[src/rtl/hi_lo_multiply_divide_unit.sv]
// HI/LO multiply/divide unit: 32-cycle radix-2 multiply and restoring
// divide writing a 64-bit result into the HI/LO register pair.
module hi_lo_multiply_divide_unit (
    input  logic        clk,
    input  logic        reset,
    input  logic        start_execute,
    input  logic [1:0]  operation_execute,
    input  logic [31:0] operand_a_execute,
    input  logic [31:0] operand_b_execute,
    input  logic        hi_write_execute,
    input  logic        lo_write_execute,
    input  logic        hi_lo_access_decode,
    output logic [31:0] hi_output,
    output logic [31:0] lo_output,
    output logic        busy,
    output logic        stall_request,
    output logic        done
);

    typedef enum logic [1:0] {
        IDLE,
        MULTIPLY,
        DIVIDE,
        FINISH
    } state_t;

    state_t      state_q, state_d;
    logic [4:0]  cnt_q, cnt_d;
    logic [63:0] acc_q, acc_d;
    logic [31:0] opnd_q, opnd_d;
    logic [31:0] dvd_q, dvd_d;
    logic        is_div_q, is_div_d;
    logic        neg_q, neg_d;
    logic        rneg_q, rneg_d;
    logic [31:0] hi_q, hi_d;
    logic [31:0] lo_q, lo_d;
    logic        done_q, done_d;

    logic        op_signed;
    logic [31:0] a_mag;
    logic [31:0] b_mag;
    logic [32:0] mul_sum;
    logic [63:0] mul_next;
    logic [33:0] div_trial;
    logic [63:0] div_next;
    logic [63:0] prod_fix;
    logic [31:0] quot_fix;
    logic [31:0] rem_fix;

    assign op_signed = ~operation_execute[0];
    assign a_mag = (op_signed && operand_a_execute[31]) ?
                   -operand_a_execute : operand_a_execute;
    assign b_mag = (op_signed && operand_b_execute[31]) ?
                   -operand_b_execute : operand_b_execute;

    // acc holds {partial product, remaining multiplier bits}
    assign mul_sum  = {1'b0, acc_q[63:32]} +
                      (acc_q[0] ? {1'b0, opnd_q} : 33'd0);
    assign mul_next = {mul_sum, acc_q[31:1]};

    // acc holds {remainder, dividend bits shifting into quotient}
    assign div_trial = {1'b0, acc_q[63:32], acc_q[31]} - {2'b00, opnd_q};
    assign div_next  = div_trial[33] ?
                       {acc_q[62:0], 1'b0} :
                       {div_trial[31:0], acc_q[30:0], 1'b1};

    assign prod_fix = neg_q  ? -acc_q         : acc_q;
    assign quot_fix = neg_q  ? -acc_q[31:0]   : acc_q[31:0];
    assign rem_fix  = rneg_q ? -acc_q[63:32]  : acc_q[63:32];

    always_comb begin
        state_d  = state_q;
        cnt_d    = cnt_q;
        acc_d    = acc_q;
        opnd_d   = opnd_q;
        dvd_d    = dvd_q;
        is_div_d = is_div_q;
        neg_d    = neg_q;
        rneg_d   = rneg_q;
        hi_d     = hi_q;
        lo_d     = lo_q;
        done_d   = 1'b0;
        unique case (state_q)
            IDLE: begin
                if (start_execute) begin
                    cnt_d    = 5'd0;
                    is_div_d = operation_execute[1];
                    dvd_d    = operand_a_execute;
                    rneg_d   = op_signed & operand_a_execute[31];
                    neg_d    = op_signed &
                               (operand_a_execute[31] ^ operand_b_execute[31]);
                    if (operation_execute[1]) begin
                        acc_d   = {32'd0, a_mag};
                        opnd_d  = b_mag;
                        state_d = DIVIDE;
                    end else begin
                        acc_d   = {32'd0, b_mag};
                        opnd_d  = a_mag;
                        state_d = MULTIPLY;
                    end
                end else begin
                    if (hi_write_execute) hi_d = operand_a_execute;
                    if (lo_write_execute) lo_d = operand_a_execute;
                end
            end
            MULTIPLY: begin
                acc_d = mul_next;
                cnt_d = cnt_q + 5'd1;
                if (cnt_q == 5'd31) state_d = FINISH;
            end
            DIVIDE: begin
                acc_d = div_next;
                cnt_d = cnt_q + 5'd1;
                if (cnt_q == 5'd31) state_d = FINISH;
            end
            FINISH: begin
                state_d = IDLE;
                done_d  = 1'b1;
                if (!is_div_q) begin
                    hi_d = prod_fix[63:32];
                    lo_d = prod_fix[31:0];
                end else if (opnd_q == 32'd0) begin
                    // Divide by zero reports the raw dividend, no sign fixup
                    hi_d = dvd_q;
                    lo_d = 32'hFFFF_FFFF;
                end else begin
                    hi_d = rem_fix;
                    lo_d = quot_fix;
                end
            end
            default: state_d = IDLE;
        endcase
    end

    always_ff @(posedge clk) begin
        if (reset) begin
            state_q  <= IDLE;
            cnt_q    <= 5'd0;
            acc_q    <= 64'd0;
            opnd_q   <= 32'd0;
            dvd_q    <= 32'd0;
            is_div_q <= 1'b0;
            neg_q    <= 1'b0;
            rneg_q   <= 1'b0;
            hi_q     <= 32'd0;
            lo_q     <= 32'd0;
            done_q   <= 1'b0;
        end else begin
            state_q  <= state_d;
            cnt_q    <= cnt_d;
            acc_q    <= acc_d;
            opnd_q   <= opnd_d;
            dvd_q    <= dvd_d;
            is_div_q <= is_div_d;
            neg_q    <= neg_d;
            rneg_q   <= rneg_d;
            hi_q     <= hi_d;
            lo_q     <= lo_d;
            done_q   <= done_d;
        end
    end

    assign hi_output     = hi_q;
    assign lo_output     = lo_q;
    assign busy          = (state_q != IDLE);
    assign stall_request = busy & hi_lo_access_decode;
    assign done          = done_q;

endmodule

[config.mk]
export PLATFORM = sky130hd
export DESIGN_NAME = hi_lo_multiply_divide_unit
export DESIGN_NICKNAME = d
export VERILOG_FILES = /design/src/rtl/hi_lo_multiply_divide_unit.sv
export SDC_FILE = /design/constraint.sdc
export NUM_CORES = 1
export LEC_CHECK = 0
export ABC_AREA = 1
export CAP_MARGIN = 20
export CELL_PAD_IN_SITES_DETAIL_PLACEMENT = 0
export CELL_PAD_IN_SITES_GLOBAL_PLACEMENT = 1
export CORE_UTILIZATION = 35
export CTS_CLUSTER_SIZE = 16
export DETAILED_ROUTE_END_ITERATION = 10
export PLACE_DENSITY_LB_ADDON = 0.1
export SETUP_SLACK_MARGIN = 0.3
export SKIP_CTS_REPAIR_TIMING = 1
export SYNTH_ARGS = -nofsm -noshare
export SYNTH_HDL_FRONTEND = slang
export SYNTH_SLANG_ARGS = --single-unit
[constraint.sdc]
create_clock -name clk -period 2.45 [get_ports clk]
set_clock_uncertainty 0.05 [all_clocks]
set_input_delay 0.3675 -clock clk [delete_from_list [all_inputs] [get_ports clk]]
set_output_delay 0.3675 -clock clk [all_outputs]
set_load 0.01 [all_outputs]
==> impl_metrics.py <==
metrics = {
    "placement": {
        "gp_congestion": 1.09,
        "dp_hpwl_mm": 94.9,
        "place_area_sq_um": 26500,
        "io_buffers": 138,
        "dp_slack_ps": -613,
        "place_inst": 4933,
    },
    "synthesis": {
        "synth-edff-count": 0,
        "synth_seq_area_share_pct": 20.1,
        "synth.area.top_cells": "nand2_1, dfxtp_1, inv_1, nor2_1, nand3_1",
        "synth_top_cell_by_area": "nand2_1",
        "async_reset_ff_share_pct": 0,
        "syn_area_sq_um": 20200,
        "ys_ff_latch": 203,
        "synth_top_area_share_pct": 20.4,
        "syn_inst": 3613,
        "yosysUniqueCellTypes": 54,
        "ys.flop_type": "dfxtp_1",
        "synth_fp_nets": 3761,
        "ys_warn_count": 0,
        "synth_area_per_cell_sq_um": 5.60,
    },
    "clocking": {
        "cts_tree": "yes",
        "cts_buffer_depth": 3,
        "path_clk_slew_ps": 70,
        "cts_inserted_buffers": 26,
        "cts_root_buf": "clkbuf_16",
        "clk_latency_ps": 590,
        "cts.sinks": 203,
        "h-tree-depth": 1,
    },
    "setup_path": {
        "cp_cell_sequence": "clkbuf_16, nand2_1, inv_2, ha_4, nand2_1, nand2_1, nand2_1, nand2_1, a21oi_2, nand2_4, or2_2, nand3_2, nand2_1, nand2_1, a21oi_2",
        "end_kind": "flop",
        "slowest_delay_ps": 410,
        "crit_buf_inv": 2,
        "crit_required_ps": 2830,
        "worstPathArrival_ps": 2840,
        "startpoint": "acc_q[0]$_SDFFE_PP0P_",
        "crit_type": "flop to flop",
        "r2r-start": "acc_q[0]$_SDFFE_PP0P_",
        "crit_slowest_cell": "dfxtp_4",
        "critPathMaxFanout": 6,
        "start_kind": "flop",
        "crit_family": "simple AND/OR/NAND/NOR gates",
        "cpMostUsedCell": "nand2_1",
    },
    "detailed_routing": {
        "drt_iter0_markers": 3098,
        "wire_per_inst_um": 23.6,
        "route.detailed.drc": 0,
        "drt-vias-per-instance": 5.50,
        "firstDrtPassIters": 6,
        "drt.antenna.violating_nets": 0,
        "drt_wl_total_mm": 118,
        "vias": 27600,
    },
    "cells_and_area": {
        "final_cell_mix": "nand2_1, buf_4, inv_1, nor2_1, nand3_1",
        "final_common_cell": "nand2_1",
        "nFillCells": 5905,
        "area_growth_pct": 48.7,
        "antenna_cells": 0,
        "post_layout_nonfiller_instances": 5013,
        "nets": 4385,
        "stdcell_area_sq_um": 30100,
        "drive_gt1_share_pct": 29.3,
        "fin_util_pct": 53.0,
    },
    "timing": {
        "max_freq_mhz": 407,
        "fin_ws_ps": -7.84,
        "finalSetupViolCount": 4,
        "min_period_ps": 2460,
        "fin_crit_sh_pct": 100,
        "worstMarginPinSlew_ps": 805,
        "finalHoldViolations": 0,
        "relSlewSlack_pct": 46.3,
        "rsz0062_at_grt": "true",
        "finalMaxSlewViolations": 0,
    },
    "status": {
        "status": "finished, violations left",
        "violations": "negative setup slack",
    },
    "hold_path": {
        "min_from": "operand_a_execute[8]",
        "hold_path_class": "input port to flop",
    },
    "grt": {
        "overflow": 0,
        "grt_max_degree": 97,
        "track_usage_pct": 38.0,
        "grt_pass1_vias": 25700,
        "grt_pass1_wl_mm": 167,
        "antenna_found_initial": 3,
    },
    "pwr": {
        "peakVddDrop_v": 0.00125,
        "p_leak_nw": 14.6,
        "power.density_nw_per_um2": 822,
    },
    "die": {
        "die_h_um": 242,
        "num_rows": 87,
        "die_w_um": 242,
        "start_util_pct": 35.7,
        "die-area_sq_um": 58700,
        "io_pins": 139,
        "core_area_sq_um": 56700,
    },
    "run": {
        "drv_cap": 0,
    },
}
## synth_stat cells (17+ instances only)
| master | instances |
|---|---|
| inv_2 | 27 |
| nand3_1 | 264 |
| xor2_1 | 81 |
| dfxtp_1 | 203 |
| nor2_1 | 427 |
| inv_1 | 436 |
| nor2_2 | 17 |
| clkbuf_1 | 94 |
| o211ai_1 | 25 |
| o21ai_0 | 252 |
| a21oi_1 | 259 |
| xnor2_1 | 22 |
| o21ai_1 | 25 |
| buf_2 | 29 |
| nand2_1 | 1099 |
| nand4_1 | 44 |
| nor3_1 | 22 |
| ha_1 | 74 |
| o22ai_1 | 29 |
## registers in the layout, summed over array words and instances (netlist names)
register and flops:
dvd_q 32, is_div_q 1, hi_output 32, state_q 2
acc_q 64, neg_q 1, opnd_q 32, lo_output 32
done 1, cnt_q 5, rneg_q 1
## final cells by class
class                           instances  area (sq um)  area share [%]
Sequential cell                       203          4130            13.7
Timing Repair Buffer                  739          6270            20.9
Tap cell                              756           946            3.15
Clock buffer                           34           741            2.46
Clock inverter                         14           174           0.578
Inverter                              468          1780            5.93
Multi-Input combinational cell       2799         16000            53.3
## path summary, 6_finish.rpt
kind	end	slack, ps	cells past startpoint
worst min-delay path	dvd_q[8]$_SDFFE_PP0P_	320	4
worst max register to register	acc_q[44]$_SDFFE_PP0P_	-8	15
worst max-delay path	acc_q[44]$_SDFFE_PP0P_	-8	15
worst min register to register	dvd_q[2]$_SDFFE_PP0P_	410	2
## power by group
group	leakage (nW)	switching (W)	internal, W	total, W
logic	12.5	0.00995	0.00570	0.0157
clock network	0.452	0.00185	0.00246	0.00431
registers	1.68	0.000670	0.00408	0.00475
## cell families after synthesis
logic type / count (synthesis) / share of synthesized area (%)
and+or+nand+nor: 1960 / 40.7
buffers and inverters: 611 / 11.9
adders and majority gates: 76 / 4.78
DFF: 203 / 20.1
AOI/OAI and AO/OA: 660 / 18.0
xor gates and xnor gates: 103 / 4.46
## worst reg2reg max path: cells and delay by family (launching register included)
kind,cells,cell delay [ps]
AO/OA/AOI/OAI,2,250
adder cells (fa/ha/maj),1,250
buffers and inverters,2,300
flip-flops,1,410
AND/OR/NAND/NOR,10,1040
## per-stage QoR
stage	setup TNS, ps	total power, W	hold WS [ps]
4_1_cts	-10120	0.0228	379
6_report	-18.5	0.0247	319
3_3_place_gp	-16760	0.0185	391
2_1_floorplan	0	0.0121	380
5_1_grt	-1040	0.0258	350
3_5_place_dp	-17340	0.0185	395
## per-layer routing
metal | share of wire (%) | routed length [um] | track usage, %
met5 | 0.017 | 20 | 0
met4 | 5.5 | 6520 | 17.2
met1 | 42 | 49300 | 50.6
met2 | 43 | 51300 | 59.3
met3 | 9.2 | 10900 | 6.87
(Power assumes the default switching activity.)
